### src/rtl/car_sensor_pkg.sv
// car_sensor_pkg
// Shared types and constants for the parking-lot sensor stimulus generator.
//   mode_t        : requested sequence (enter, exit, balk-in, reserved)
//   state_t       : sequence FSM states
//   PAT_*         : 2-bit {outer, inner} sensor patterns
//   phase_pattern : maps an FSM state and a latched mode to its sensor pattern
package car_sensor_pkg;

    typedef enum logic [1:0] {
        ENTER = 2'b00,
        EXIT  = 2'b01,
        BALK  = 2'b10,
        RSVD  = 2'b11
    } mode_t;

    typedef enum logic [2:0] {
        IDLE,
        P1,
        P2,
        P3,
        GAP
    } state_t;

    localparam logic [1:0] PAT_CLEAR = 2'b00;
    localparam logic [1:0] PAT_OUTER = 2'b10;
    localparam logic [1:0] PAT_BOTH  = 2'b11;
    localparam logic [1:0] PAT_INNER = 2'b01;

    // P1 and P3 are the only phases whose pattern depends on direction; P2 is
    // always both-blocked, so every phase boundary is a single-bit change.
    function automatic logic [1:0] phase_pattern(input state_t s, input mode_t m);
        logic [1:0] pat;
        pat = PAT_CLEAR;
        case (s)
            P1:      pat = (m == EXIT)  ? PAT_INNER : PAT_OUTER;
            P2:      pat = PAT_BOTH;
            P3:      pat = (m == ENTER) ? PAT_INNER : PAT_OUTER;
            default: pat = PAT_CLEAR;
        endcase
        return pat;
    endfunction

endpackage

### src/rtl/dwell_timer.sv
// dwell_timer
// Per-phase dwell counter. Counts 0..DWELL-1 and wraps on its own at the end
// of each phase, so phase boundaries restart it automatically.
//   clk    : system clock
//   reset  : synchronous active-high reset
//   clear  : hold the count at zero (used while the sequencer is idle)
//   expire : high on the last cycle of a phase
module dwell_timer #(
    parameter int DWELL = 4
) (
    input  logic clk,
    input  logic reset,
    input  logic clear,
    output logic expire
);

    localparam int W = (DWELL > 1) ? $clog2(DWELL) : 1;
    localparam logic [W-1:0] LAST = W'(DWELL - 1);

    logic [W-1:0] count;

    // With DWELL = 1 the wrap condition is always true, so the count is
    // pinned at zero and every cycle is a phase's last cycle.
    always_ff @(posedge clk) begin
        if (reset || clear || expire) begin
            count <= '0;
        end else begin
            count <= count + W'(1);
        end
    end

    assign expire = (count == LAST);

endmodule

### src/rtl/car_sensor_driver.sv
// car_sensor_driver
// Replays the outer/inner sensor sequence a car produces at the lot gate.
// A start in IDLE latches the mode and runs P1 -> P2 -> P3 -> GAP, each held
// for DWELL cycles, followed by a one-cycle done pulse back in IDLE.
// Optional feature macro: PARKING_MODEL_EN (adds the occupancy counter/port).
//   clk       : system clock
//   reset     : synchronous active-high reset
//   start     : sequence request, sampled only in IDLE
//   mode      : 00 enter, 01 exit, 10 balk-in, 11 reserved (ignored)
//   outer     : outer sensor level, 1 = blocked
//   inner     : inner sensor level, 1 = blocked
//   busy      : high while a sequence is running
//   done      : one-cycle pulse when a sequence completes
//   occupancy : expected car count (PARKING_MODEL_EN only)
module car_sensor_driver
    import car_sensor_pkg::*;
#(
    parameter int DWELL    = 4,
    parameter int CAPACITY = 25
) (
    input  logic       clk,
    input  logic       reset,
    input  logic       start,
    input  logic [1:0] mode,
    output logic       outer,
    output logic       inner,
    output logic       busy,
    output logic       done
`ifdef PARKING_MODEL_EN
    ,
    output logic [4:0] occupancy
`endif
);

    state_t state;
    state_t state_next;
    mode_t  mode_q;
    mode_t  mode_next;
    logic   expire;
    logic   start_ok;
    logic   seq_end;

    // The occupancy counter is 5 bits wide, so the capacity must fit in it.
    if (CAPACITY < 0 || CAPACITY > 31) begin : g_capacity_out_of_range
    end

    dwell_timer #(
        .DWELL(DWELL)
    ) u_dwell_timer (
        .clk    (clk),
        .reset  (reset),
        .clear  (state == IDLE),
        .expire (expire)
    );

    assign start_ok = (state == IDLE) && start && (mode != RSVD);
    assign seq_end  = (state == GAP) && expire;

    always_comb begin
        state_next = state;
        mode_next  = mode_q;
        case (state)
            IDLE: begin
                if (start_ok) begin
                    state_next = P1;
                    mode_next  = mode_t'(mode);
                end
            end
            P1:      if (expire) state_next = P2;
            P2:      if (expire) state_next = P3;
            P3:      if (expire) state_next = GAP;
            GAP:     if (expire) state_next = IDLE;
            default: state_next = IDLE;
        endcase
    end

    // Outputs are registered from the next state, so the P1 pattern and busy
    // appear at the same edge that accepts start.
    always_ff @(posedge clk) begin
        if (reset) begin
            state          <= IDLE;
            mode_q         <= ENTER;
            {outer, inner} <= PAT_CLEAR;
            busy           <= 1'b0;
            done           <= 1'b0;
        end else begin
            state          <= state_next;
            mode_q         <= mode_next;
            {outer, inner} <= phase_pattern(state_next, mode_next);
            busy           <= (state_next != IDLE);
            done           <= seq_end;
        end
    end

`ifdef PARKING_MODEL_EN
    // Updated on the same edge that raises done; a full lot ignores enters
    // and an empty lot ignores exits, while the sequence itself still runs.
    always_ff @(posedge clk) begin
        if (reset) begin
            occupancy <= 5'd0;
        end else if (seq_end) begin
            if (mode_q == ENTER && occupancy < 5'(CAPACITY)) begin
                occupancy <= occupancy + 5'd1;
            end else if (mode_q == EXIT && occupancy != 5'd0) begin
                occupancy <= occupancy - 5'd1;
            end
        end
    end
`endif

endmodule

### config.mk
export PLATFORM = sky130hd
export DESIGN_NAME = car_sensor_driver
export DESIGN_NICKNAME = d
export VERILOG_FILES = /design/src/rtl/car_sensor_pkg.sv /design/src/rtl/dwell_timer.sv /design/src/rtl/car_sensor_driver.sv
export SDC_FILE = /design/constraint.sdc
export NUM_CORES = 1
export LEC_CHECK = 0
export ABC_CLOCK_PERIOD_IN_PS = 1700
export CORE_AREA = 2 2 39 41
export DETAILED_ROUTE_END_ITERATION = 6
export DIE_AREA = 0 0 41 43
export GPL_TIMING_DRIVEN = 1
export HOLD_SLACK_MARGIN = 0.02
export SLEW_MARGIN = 15
export SYNTH_ARGS = -nofsm -noshare
export SYNTH_HDL_FRONTEND = slang
export SYNTH_SLANG_ARGS = --single-unit
### constraint.sdc
create_clock -name clk -period 1.7 [get_ports clk]
set_clock_uncertainty 0.2 [all_clocks]
set_input_delay 0.255 -clock clk [delete_from_list [all_inputs] [get_ports clk]]
set_output_delay 0.255 -clock clk [all_outputs]
set_load 0.1 [all_outputs]
Word-level counts from Yosys, hierarchy flattened --
Cells that the tools add are included.
Word-level totals: register bits after elaboration 11, bits of input ports 5, output and inout bits 4
Cells by class: add/sub/neg operators 1, equality and inequality tests 10, mux-type cells 11, reductions and logical operators 8
Operators with widths (number):
- 3-bit two-way mux | 5
- 3-bit case mux with 5 select lines | 1
- 3-bit by 2-bit == test with 1-bit output, second input constant | 4
- 2-bit two-way mux | 4
- 3-bit by 1-bit == test with 1-bit output, second input constant | 2
- 2-bit case mux with 3 select lines | 1
- 3-bit == test, second input constant | 1
- 1-bit logical AND | 3
- 3-bit logical NOT | 1
- 3-bit nonzero test | 1
- 2-bit by 1-bit adder with 2-bit output, second input constant | 1
- 2-bit by 1-bit == test with 1-bit output, second input constant | 1
- 2-bit == test, second input constant | 1
- 2-bit logical NOT | 1
- 1-bit logical OR | 2
- 2-bit != test, second input constant | 1

Depth between registers and ports, before layout --
Gate-level depths: netlist of run 1.
depth in word-level cells 8, mapped depth 6, mapped depth without buffers 6

Hierarchy --
Synthesis of run 1 repeated with hierarchy kept, for this count alone.
Unflattened totals: cell total of the unflattened synthesis 44, area, all modules 479.2 µm²
By module, submodules not included:
- car_sensor_driver | instances 1, cells an instance 39, area an instance 399.1 µm², seq. area each 180.2 µm²
- dwell_timer | instances 1, cells an instance 5, area an instance 80.1 µm², seq. area each 40.0 µm²

Least setup slack after synthesis of run 1 --
No wires, ideal clock.
kind register to register, start register u_dwell_timer.count[0], end register busy, setup time 0.127 ns, arrival 1.276 ns, path slack 0.097 ns, stages on the path, launching flop included 7, path buffers 0, path through dfxtp_1 ha_1 nand2_1 xor2_1 or3_1 inv_1 or3_1
Between the ends: longest elaborated chain between the ends 4, elaborated cells between the ends (all ways) 7
Ends and longest elaborated chain:
- start: declaration | line dwell_timer.sv:20 | logic [W-1:0] count;
- start signal: assignment | line dwell_timer.sv:28 | count <= count + W'(1);
- 2-bit == test * | line dwell_timer.sv:32 | assign expire = (count == LAST);
- 3-bit two-way mux, on equally long branches
- 3-bit case mux with 5 select lines * | line car_sensor_driver.sv:62 | case (state)
- 3-bit nonzero test * | line car_sensor_driver.sv:90 | busy <= (state_next != IDLE);
- end signal: assignment | line car_sensor_driver.sv:90
- end: declaration | line car_sensor_driver.sv:27 | output logic busy,
Mark *: on every way between the ends. The rest lies on a longest branch, timed or not. A chain may end at the register's enable or synchronous reset.

Worst setup path after layout of run 1 --
start register u_dwell_timer.count[0], end register outer
Between the ends: longest elaborated chain between the ends 5, elaborated cells between the ends (all ways) 10
Ends and longest elaborated chain:
- 2-bit == test * | line dwell_timer.sv:32
- 3-bit two-way mux, on equally long branches
- 3-bit case mux with 5 select lines * | line car_sensor_driver.sv:62
- 3-bit by 2-bit == test with 1-bit output / 3-bit by 1-bit == test with 1-bit output (equally long branches) | line car_sensor_pkg.sv:34 | case (s)
- 2-bit case mux with 3 select lines * | line car_sensor_pkg.sv:34
- end signal: assignment | line car_sensor_driver.sv:89 | {outer, inner} <= phase_pattern(state_next, mode_next);
- end: declaration | line car_sensor_driver.sv:25 | output logic outer,
Marked as above.

==> metrics.txt, run 1 <==
number of max-cap violations=0; area growth from synthesis to layout=49.9%; row count=14; Iteration-0 DRC Markers=5; Leak=0.301 nW; iteration count of the initial detailed-routing pass=4; Syn Inst Count=45; Post-DP HPWL=around 740 um; antenna violations before repair=0; Worst VDD drop=roughly 0.44 mV; pre-CTS WS=-0.0497 ns; Max FO, Critical Path=4; diode count=0; Seq/Total Area, Yosys=0.467; per-cell routed wire length=~12 um; Ports=9; Hold Path Cell Cnt=1; Worst Path Arrival=1.60 ns; die width=41 um; final wirelength=~950 um; Cell variety after synth=24; TritonCTS Buffers=3; reg2reg end=outer; setup ws final=0.0918 ns; Core ar.=1380 um2; CTS tree=yes; R2R Setup Slk=about 0.092 ns; met1 usage=0.158; # nets final=71; Hold Startpoint=u_dwell_timer.count[0]; CTS sink cnt=11; fin crit period=about 1.6 ns; Post-CTS Setup Inserts=0; Worst Hold Endpoint=u_dwell_timer.count[0]; worst min-delay path category=reg2reg; initial core utilization=0.341; Startpoint Class=flop; DRC Markers=0; # port buffers=8; critical path required time=around 1.7 ns; PwrDens=around 850 nW/um2; largest net degree at the start of global routing=7; Slew @ Worst Pin=about 0.25 ns; CTS root buf=clkbuf_4; DP Area=668 um2; CP Capture Type=flop; RD Place Congestion=0.730; reg2reg start=u_dwell_timer.count[0]; synthesis-stage register bit count=11; post-synth top area share=0.467; fin. max-slew vios=0; fillers=around 130; mapped cell area=roughly 470 um2; grt peak-use layer=met2; syn avg cell area=10.5 um2; largest area contributor in the netlist=dfxtp_1; top area cells in the synthesized netlist=dfxtp_1 47%, mux2i_1 6.4%, nor2_1 4.0%; layout cells sized above 1=0.313; Setup CP Type=reg2reg; fin util=0.511; worst r2r path cells=6; Rel. slew slack=0.836; post-route cell area=707 um2; GR Layer Usage met3=0.0314; Yosys Warn Count=0; depth of the CTS H-tree=1; Synth Net Count=~50; vias in the first global route=~370; FMAX=0.622 GHz; RSZ-0062 raised after global routing=no; worst skew pair latency=~0.27 ns; Tot GR Track Use=0.132; status=finished, final reports clean; Final Hold Vio Count=0; Final ANT Viol Nets=0; first-pass GRT wire length=about 1600 um; met2 Use GR=0.213; GR Overflow Total=0; Worst-path clk slew=roughly 0.080 ns; total number of vias=between 300 and 400; final worst-path cycle share=0.946; clk buf depth=2; vias per std cell=between 4 and 5; Chip Height=approximately 43 um; Die ar.=between 1500 and 2000 um2; Final setup viols=0
-- stage by stage --
stage / TNS (ns) / power (W) / instances / hold WS, ns
after floorplan: 0 / 0.000365 / 45 / 0.199
after global placement: -0.0982 / 0.000417 / 76 / 0.221
after detailed placement: -0.0772 / 0.000419 / 76 / 0.232
after CTS: 0 / 0.000597 / 80 / 0.245
after global routing: 0 / 0.000621 / 80 / 0.300
final: 0 / 0.000599 / 80 / 0.279
-- final cells by class --
class / instances / area, um2 / area share
Multi-Input combinational cell: 32 / 256 / 0.363
Inverter: 1 / 3.75 / 0.00531
Timing Repair Buffer: 16 / 180 / 0.255
Clock buffer: 4 / 26.3 / 0.0372
Sequential cell: 11 / 220 / 0.312
Tap cell: 16 / 20.0 / 0.0283
-- cell usage in the layout, fill, tap and decap left out, drive strengths merged, types with 2 or more instances in the layout --
cell	instances
o22ai	2
dfxtp	11
clkdlybuf4s50	4
nand2	2
clkbuf	4
buf	12
mux2i	3
nor3	2
or3	2
nand3b	2
a21oi	2
nor2	5
-- critical path: stages, from the launching register on --
cell     delay [ns]
dfxtp_1        0.38
ha_4           0.16
nand2_1        0.06
xor2_1         0.15
or3_1          0.33
buf_4          0.15
o22ai_1        0.11
-- state kept, by name, summed over array words and instances (netlist names) --
name / count
u_dwell_timer.count: 2
busy: 1
inner: 1
outer: 1
mode_q: 2
done: 1
state: 3
-- Yosys cell counts, drive strengths merged --
library cell,count
dfxtp,11
nand3b,2
o22ai,2
ha,1
inv,1
nand3,1
xor2,1
mux2i,3
nor2,5
nand2,2
or3,2
nor3,2
a2111o,1
nor4b,1
clkbuf,1
nand2b,1
mux2,1
a21o,1
nor2b,1
and4b,1
a21oi,2
nor4,1
nand4b,1
-- timing repair --
action	CTS	global route
gates resized for setup	0	2
hold buffers	0	0
endpoints found under the hold margin	0	0
setup endpoints to repair	0	3
-- how the worst max path moves through the flow --
stage                            from    end  slack [ns]  cells past startpoint
2_1_floorplan  u_dwell_timer.count[0]   busy         0.1                      6
3_3_place_gp                  mode[0]  outer       -0.06                      5
3_5_place_dp                  mode[0]  outer       -0.05                      5
4_1_cts        u_dwell_timer.count[0]  outer        0.03                      6
5_1_grt        u_dwell_timer.count[0]  outer        0.01                      6
6_report       u_dwell_timer.count[0]  outer        0.09                      6
-- cell families (layout without fill, tap and decap cells) --
kind of cell	count (synthesis)	after routing	synth area share
and+or+nand+nor	20	20	0.294
DFF	11	11	0.467
AOI/OAI and AO/OA	6	6	0.0902
muxes	4	4	0.0875
buffers and inverters	2	21	0.0159
adders and majority gates	1	1	0.0265
xor gates and xnor gates	1	1	0.0186
-- metal layers --
layer / up-vias / wire, um
met2: 7 / 479
li1: 202 / -
met5: - / 0
met4: 0 / 7
met3: 2 / 22
met1: 179 / 437
-- power breakdown --
group,switching [W],internal (W),leakage (nW)
logic,0.0000714,0.0000589,0.197
registers,0.0000128,0.000270,0.0898
clock network,0.0000947,0.0000906,0.0150
total,0.000179,0.000420,0.301
Power figures use the tool's default switching activity.
==> run 2, diff against run 1 <==
- CAP_MARGIN: default -> 10
- DONT_BUFFER_PORTS: default -> 1
==> metrics.txt, run 2 (same netlist as run 1, synthesis figures left out) <==
fin crit period=around 1.6 ns; Post-DP HPWL=approximately 600 um; initial core utilization=0.341; most common cell after layout, fill and taps aside=dfxtp_1; Startpoint Class=flop; Leak=about 0.27 nW; Slew @ Worst Pin=between 0.2 and 0.3 ns; vias per std cell=slightly below 5; die width=between 40 and 50 um; Die ar.=about 1800 um2; antenna violations before repair=0; clk buf depth=2; Biggest register=state; largest net degree at the start of global routing=9; Top Registers=state x3, mode_q x2, u_dwell_timer.count x2; TritonCTS Buffers=3; number of max-cap violations=0; worst min-delay path category=in2reg; critical path required time=about 1.7 ns; worst skew pair latency=approximately 0.27 ns; first-pass GRT wire length=approximately 1400 um; Design Power=between 0.0005 and 0.0006 W; row count=14; layout cells sized above 1=0.300; Ports=9; Rel. slew slack=0.804; post-route cell area=between 600 and 700 um2; FF/Latch Area=between 200 and 250 um2; area growth from synthesis to layout=35.0%; diode count=0; CTS sink cnt=11; FMAX=around 0.62 GHz; DRC Markers=0; Tot GR Track Use=0.123; total number of vias=~380; Worst-path clk slew=about 0.060 ns; Setup CP Type=reg2reg; most frequent cells in the layout=9 x dfxtp_1, 7 x buf_4, 5 x nor2_1, 5 x dlygate4sd3_1; area occupied by multi-input gates=around 260 um2; final wirelength=just over 900 um; Final ANT Viol Nets=0; worst r2r path cells=4; PwrDens=between 800 and 900 nW/um2; Chip Height=around 43 um; final worst-path cycle share=0.944; Worst VDD drop=~0.5 mV; Max FO, Critical Path=6; per-cell routed wire length=~12 um; # port buffers=0; Iteration-0 DRC Markers=4; Final Hold Vio Count=0; Hold Path Cell Cnt=2; CTS tree=yes; Final setup viols=0; TNS Setup=0 ns; max reg flops=3; RD Place Congestion=just under 0.7; fillers=between 100 and 150; fin. max-slew vios=0; Hold WS=0.0302 ns; # nets final=67; pre-CTS WS=about 0.040 ns; CP Capture Type=flop; status=finished, final reports clean; setup ws final=roughly 0.095 ns; Core ar.=around 1400 um2; CTS root buf=clkbuf_4; DP Area=around 530 um2; vias in the first global route=between 300 and 400; Worst Path Arrival=approximately 1.6 ns; iteration count of the initial detailed-routing pass=4; GR Overflow Total=0; depth of the CTS H-tree=1
[run 2: cell count changes in the layout (fill, tap and decap cells not counted)]
| cell | change |
|---|---|
| dlygate4sd3_1 | +5 |
| buf_12 | -4 |
| clkdlybuf4s50_1 | -4 |
| dfxtp_1 | -2 |
| dfxtp_2 | +2 |
| buf_4 | -1 |
| or3_1 | -1 |
| or3_4 | +1 |
[run 2: repair_timing]
item,CTS,global route
endpoints found under the setup margin,0,3
gates resized for setup,0,5
setup buffers,0,1
hold endpoints to repair,9,3
hold buffers,4,1
[run 2: final timing paths]
check / start / to / slack, ns
setup / recovery: state[1] / outer / 0.09
hold reg to reg: u_dwell_timer.count[0] / u_dwell_timer.count[0] / 0.24
setup reg to reg: state[1] / outer / 0.09
hold / removal: mode[0] / outer / 0.03
[run 2: critical path, cell delays in order (launching register included)]
cell and delay (ns):
dfxtp_2 0.36, nor3_4 0.25, nand3_4 0.15, a2111o_1 0.41
o22ai_1 0.16
[run 2: power breakdown]
part | switching, W | leakage, nW | internal [W]
registers | 0.0000102 | 0.0907 | 0.000271
logic | 0.0000682 | 0.168 | 0.0000410
clock network | 0.0000865 | 0.0150 | 0.0000909
total | 0.000165 | 0.273 | 0.000402
[run 2: cell type report]
class	instances	share of cell area
Inverter	1	0.00589
Clock buffer	4	0.0413
Sequential cell	11	0.350
Tap cell	16	0.0314
Timing Repair Buffer	12	0.161
Multi-Input combinational cell	32	0.411
[run 2: layer usage]
metal  wire [um]  vias up  track usage  part of all wire
li1            -      194            -                 -
met1         395      177        0.137              0.42
met2         502        5        0.194              0.54
met3          16        2       0.0314             0.017
met4          20        0       0.0800             0.021
met5           0        -            0                 0
[run 2: per-stage QoR]
step | utilization | std cells
6_report | 0.460 | 76
3_5_place_dp | 0.385 | 66
4_1_cts | 0.433 | 74
2_1_floorplan | - | 45
3_3_place_gp | 0.385 | 66
5_1_grt | 0.460 | 76
==> run 3, diff against run 2 <==
- ABC_AREA: default -> 1
==> metrics.txt, run 3 <==
total number of vias=~450; CTS root buf=clkbuf_4; mapped cell area=539 um2; Max FO, Critical Path=4; Final setup viols=0; fillers=around 140; RD Place Congestion=between 0.8 and 0.9; fin util=0.449; Post-synth top flop=dfxtp_1; status=finished, final reports clean; Hold Path Cell Cnt=4; Post-DP HPWL=between 700 and 800 um; diode count=0; first-pass GRT wire length=approximately 1400 um; final worst-path cycle share=0.908; Top Registers=state x3, mode_q x2, u_dwell_timer.count x2; top area cells in the synthesized netlist=dfxtp_1 41%, nand2_1 12%, nand2_2 7.0%; post-synth top area share=0.408; Die ar.=1760 um2; R2R Setup Slk=between 0.15 and 0.2 ns; Cell variety after synth=19; Startpoint Class=flop; fin crit period=roughly 1.5 ns; clk buf depth=2; GR Overflow Total=0; EDFF count, synth=0; FFs w/ async S/R, synth=0; RSZ-0062 raised after global routing=no; area occupied by multi-input gates=274 um2; largest net degree at the start of global routing=11; Rel. slew slack=0.738; reg2reg end=inner; depth of the CTS H-tree=1; Worst VDD drop=0.439 mV; most frequent cells in the layout=17 x nand2_1, 11 x dfxtp_1, 10 x nor2_1, 9 x inv_1, 6 x nand2_2; Worst Path Arrival=1.48 ns; Worst-path clk slew=~0.070 ns; Tot GR Track Use=0.114; vias per std cell=approximately 4.5; # nets final=90; worst min-delay path category=in2reg; most frequent cell after synthesis=nand2_1; largest area contributor in the netlist=dfxtp_1; Core ar.=between 1000 and 1500 um2; Yosys Warn Count=0; Biggest register=state; syn avg cell area=7.19 um2; Post-CTS Setup Inserts=0; Setup CP Type=reg2reg; Hold Startpoint=mode[1]; Slew @ Worst Pin=about 0.39 ns; Final Hold Vio Count=0; Chip Height=43 um; DRC Markers=0; die width=~41 um; TNS Setup=0 ns; worst skew pair latency=0.25 ns; most common cell after layout, fill and taps aside=nand2_1; Leak=between 0.2 and 0.3 nW; synthesis-stage register bit count=11; Final ANT Viol Nets=0; CP Capture Type=flop; Worst Hold Endpoint=mode_q[1]; PwrDens=883 nW/um2; fin. max-slew vios=0; worst r2r path cells=8; FMAX=about 0.65 GHz; Design Power=0.000549 W; Seq/Total Area, Yosys=0.408; Iteration-0 DRC Markers=11; number of max-cap violations=0; reg2reg start=u_dwell_timer.count[0]; CTS tree=yes; FF/Latch Area=220 um2; critical path required time=~1.6 ns; # port buffers=0; row count=14; Syn Inst Count=between 70 and 80; initial core utilization=0.390; max reg flops=3; Synth top cells by count=17 x nand2_1, 11 x dfxtp_1, 10 x nor2_1; vias in the first global route=around 350; layout cells sized above 1=0.277; CTS sink cnt=11; Synth Net Count=81; final wirelength=868 um; TritonCTS Buffers=3; Ports=9; antenna violations before repair=0; per-cell routed wire length=8.77 um; area growth from synthesis to layout=15.3%; iteration count of the initial detailed-routing pass=4
## run 3: cell count changes after synthesis, moves of 3 or more
cell | before | now
nor2_2 | 0 | 3
nor2_1 | 5 | 10
mux2i_1 | 3 | 0
nand2_1 | 2 | 17
nand2_2 | 0 | 6
inv_1 | 1 | 9
## run 3: per-layer routing
metal / GRT usage / share of wire / routed length (um) / vias up
li1: - / - / - / 248
met1: 0.147 / 0.50 / 433 / 194
met2: 0.166 / 0.46 / 402 / 6
met3: 0.0471 / 0.037 / 32 / 0
met4: 0.0400 / 0 / 0 / 0
met5: 0 / 0 / 0 / -
## run 3: repair_timing
item	in CTS	in global routing
hold buffers	1	0
gates resized for setup	0	0
hold endpoints to repair	11	0
## run 3: through the flow
| stage | area (um2) | hold WS (ns) | instances | setup WS [ns] |
|---|---|---|---|---|
| after floorplan | 539 | 0.198 | 75 | 0.292 |
| after global placement | 586 | 0.120 | 94 | 0.199 |
| after detailed placement | 586 | 0.120 | 94 | 0.182 |
| after CTS | 622 | 0.0507 | 99 | 0.146 |
| after global routing | 622 | 0.0709 | 99 | 0.0121 |
| final | 622 | 0.0597 | 99 | 0.157 |
## run 3: cell families (layout without fill, tap and decap cells)
family	count (synthesis)	count (layout)	synth area share
adders and majority gates	1	1	0.0232
AOI/OAI and AO/OA	8	8	0.104
buffers and inverters	12	20	0.0835
and+or+nand+nor	43	43	0.381
DFF	11	11	0.408
## run 3: layout make-up
cell class / count / area share
Sequential cell: 11 / 0.354
Clock buffer: 4 / 0.0423
Tap cell: 16 / 0.0322
Multi-Input combinational cell: 52 / 0.441
Inverter: 11 / 0.0664
Timing Repair Buffer: 5 / 0.0644
## run 3: worst max-delay path, stage by stage (launching register included)
cell and delay, ns:
dfxtp_1 0.33, ha_1 0.20, nand2_1 0.11, nand2_1 0.08, nand2_1 0.06, nor2_1 0.24
a21oi_2 0.06, nand2_1 0.09, a21oi_2 0.05
## run 3: report_power, final
| group | total [W] | switching (W) | internal, W |
|---|---|---|---|
| sequential | 0.000273 | 0.00000399 | 0.000269 |
| combinational | 0.000108 | 0.0000754 | 0.0000322 |
| clock | 0.000169 | 0.0000782 | 0.0000904 |
| total | 0.000549 | 0.000158 | 0.000391 |
## run 3: worst max-delay path by stage
stage	cells past startpoint	start	to
after floorplan	8	u_dwell_timer.count[0]	inner
after global placement	8	u_dwell_timer.count[0]	inner
after detailed placement	8	u_dwell_timer.count[0]	outer
after CTS	8	u_dwell_timer.count[0]	outer
after global routing	8	u_dwell_timer.count[0]	outer
final	8	u_dwell_timer.count[0]	inner
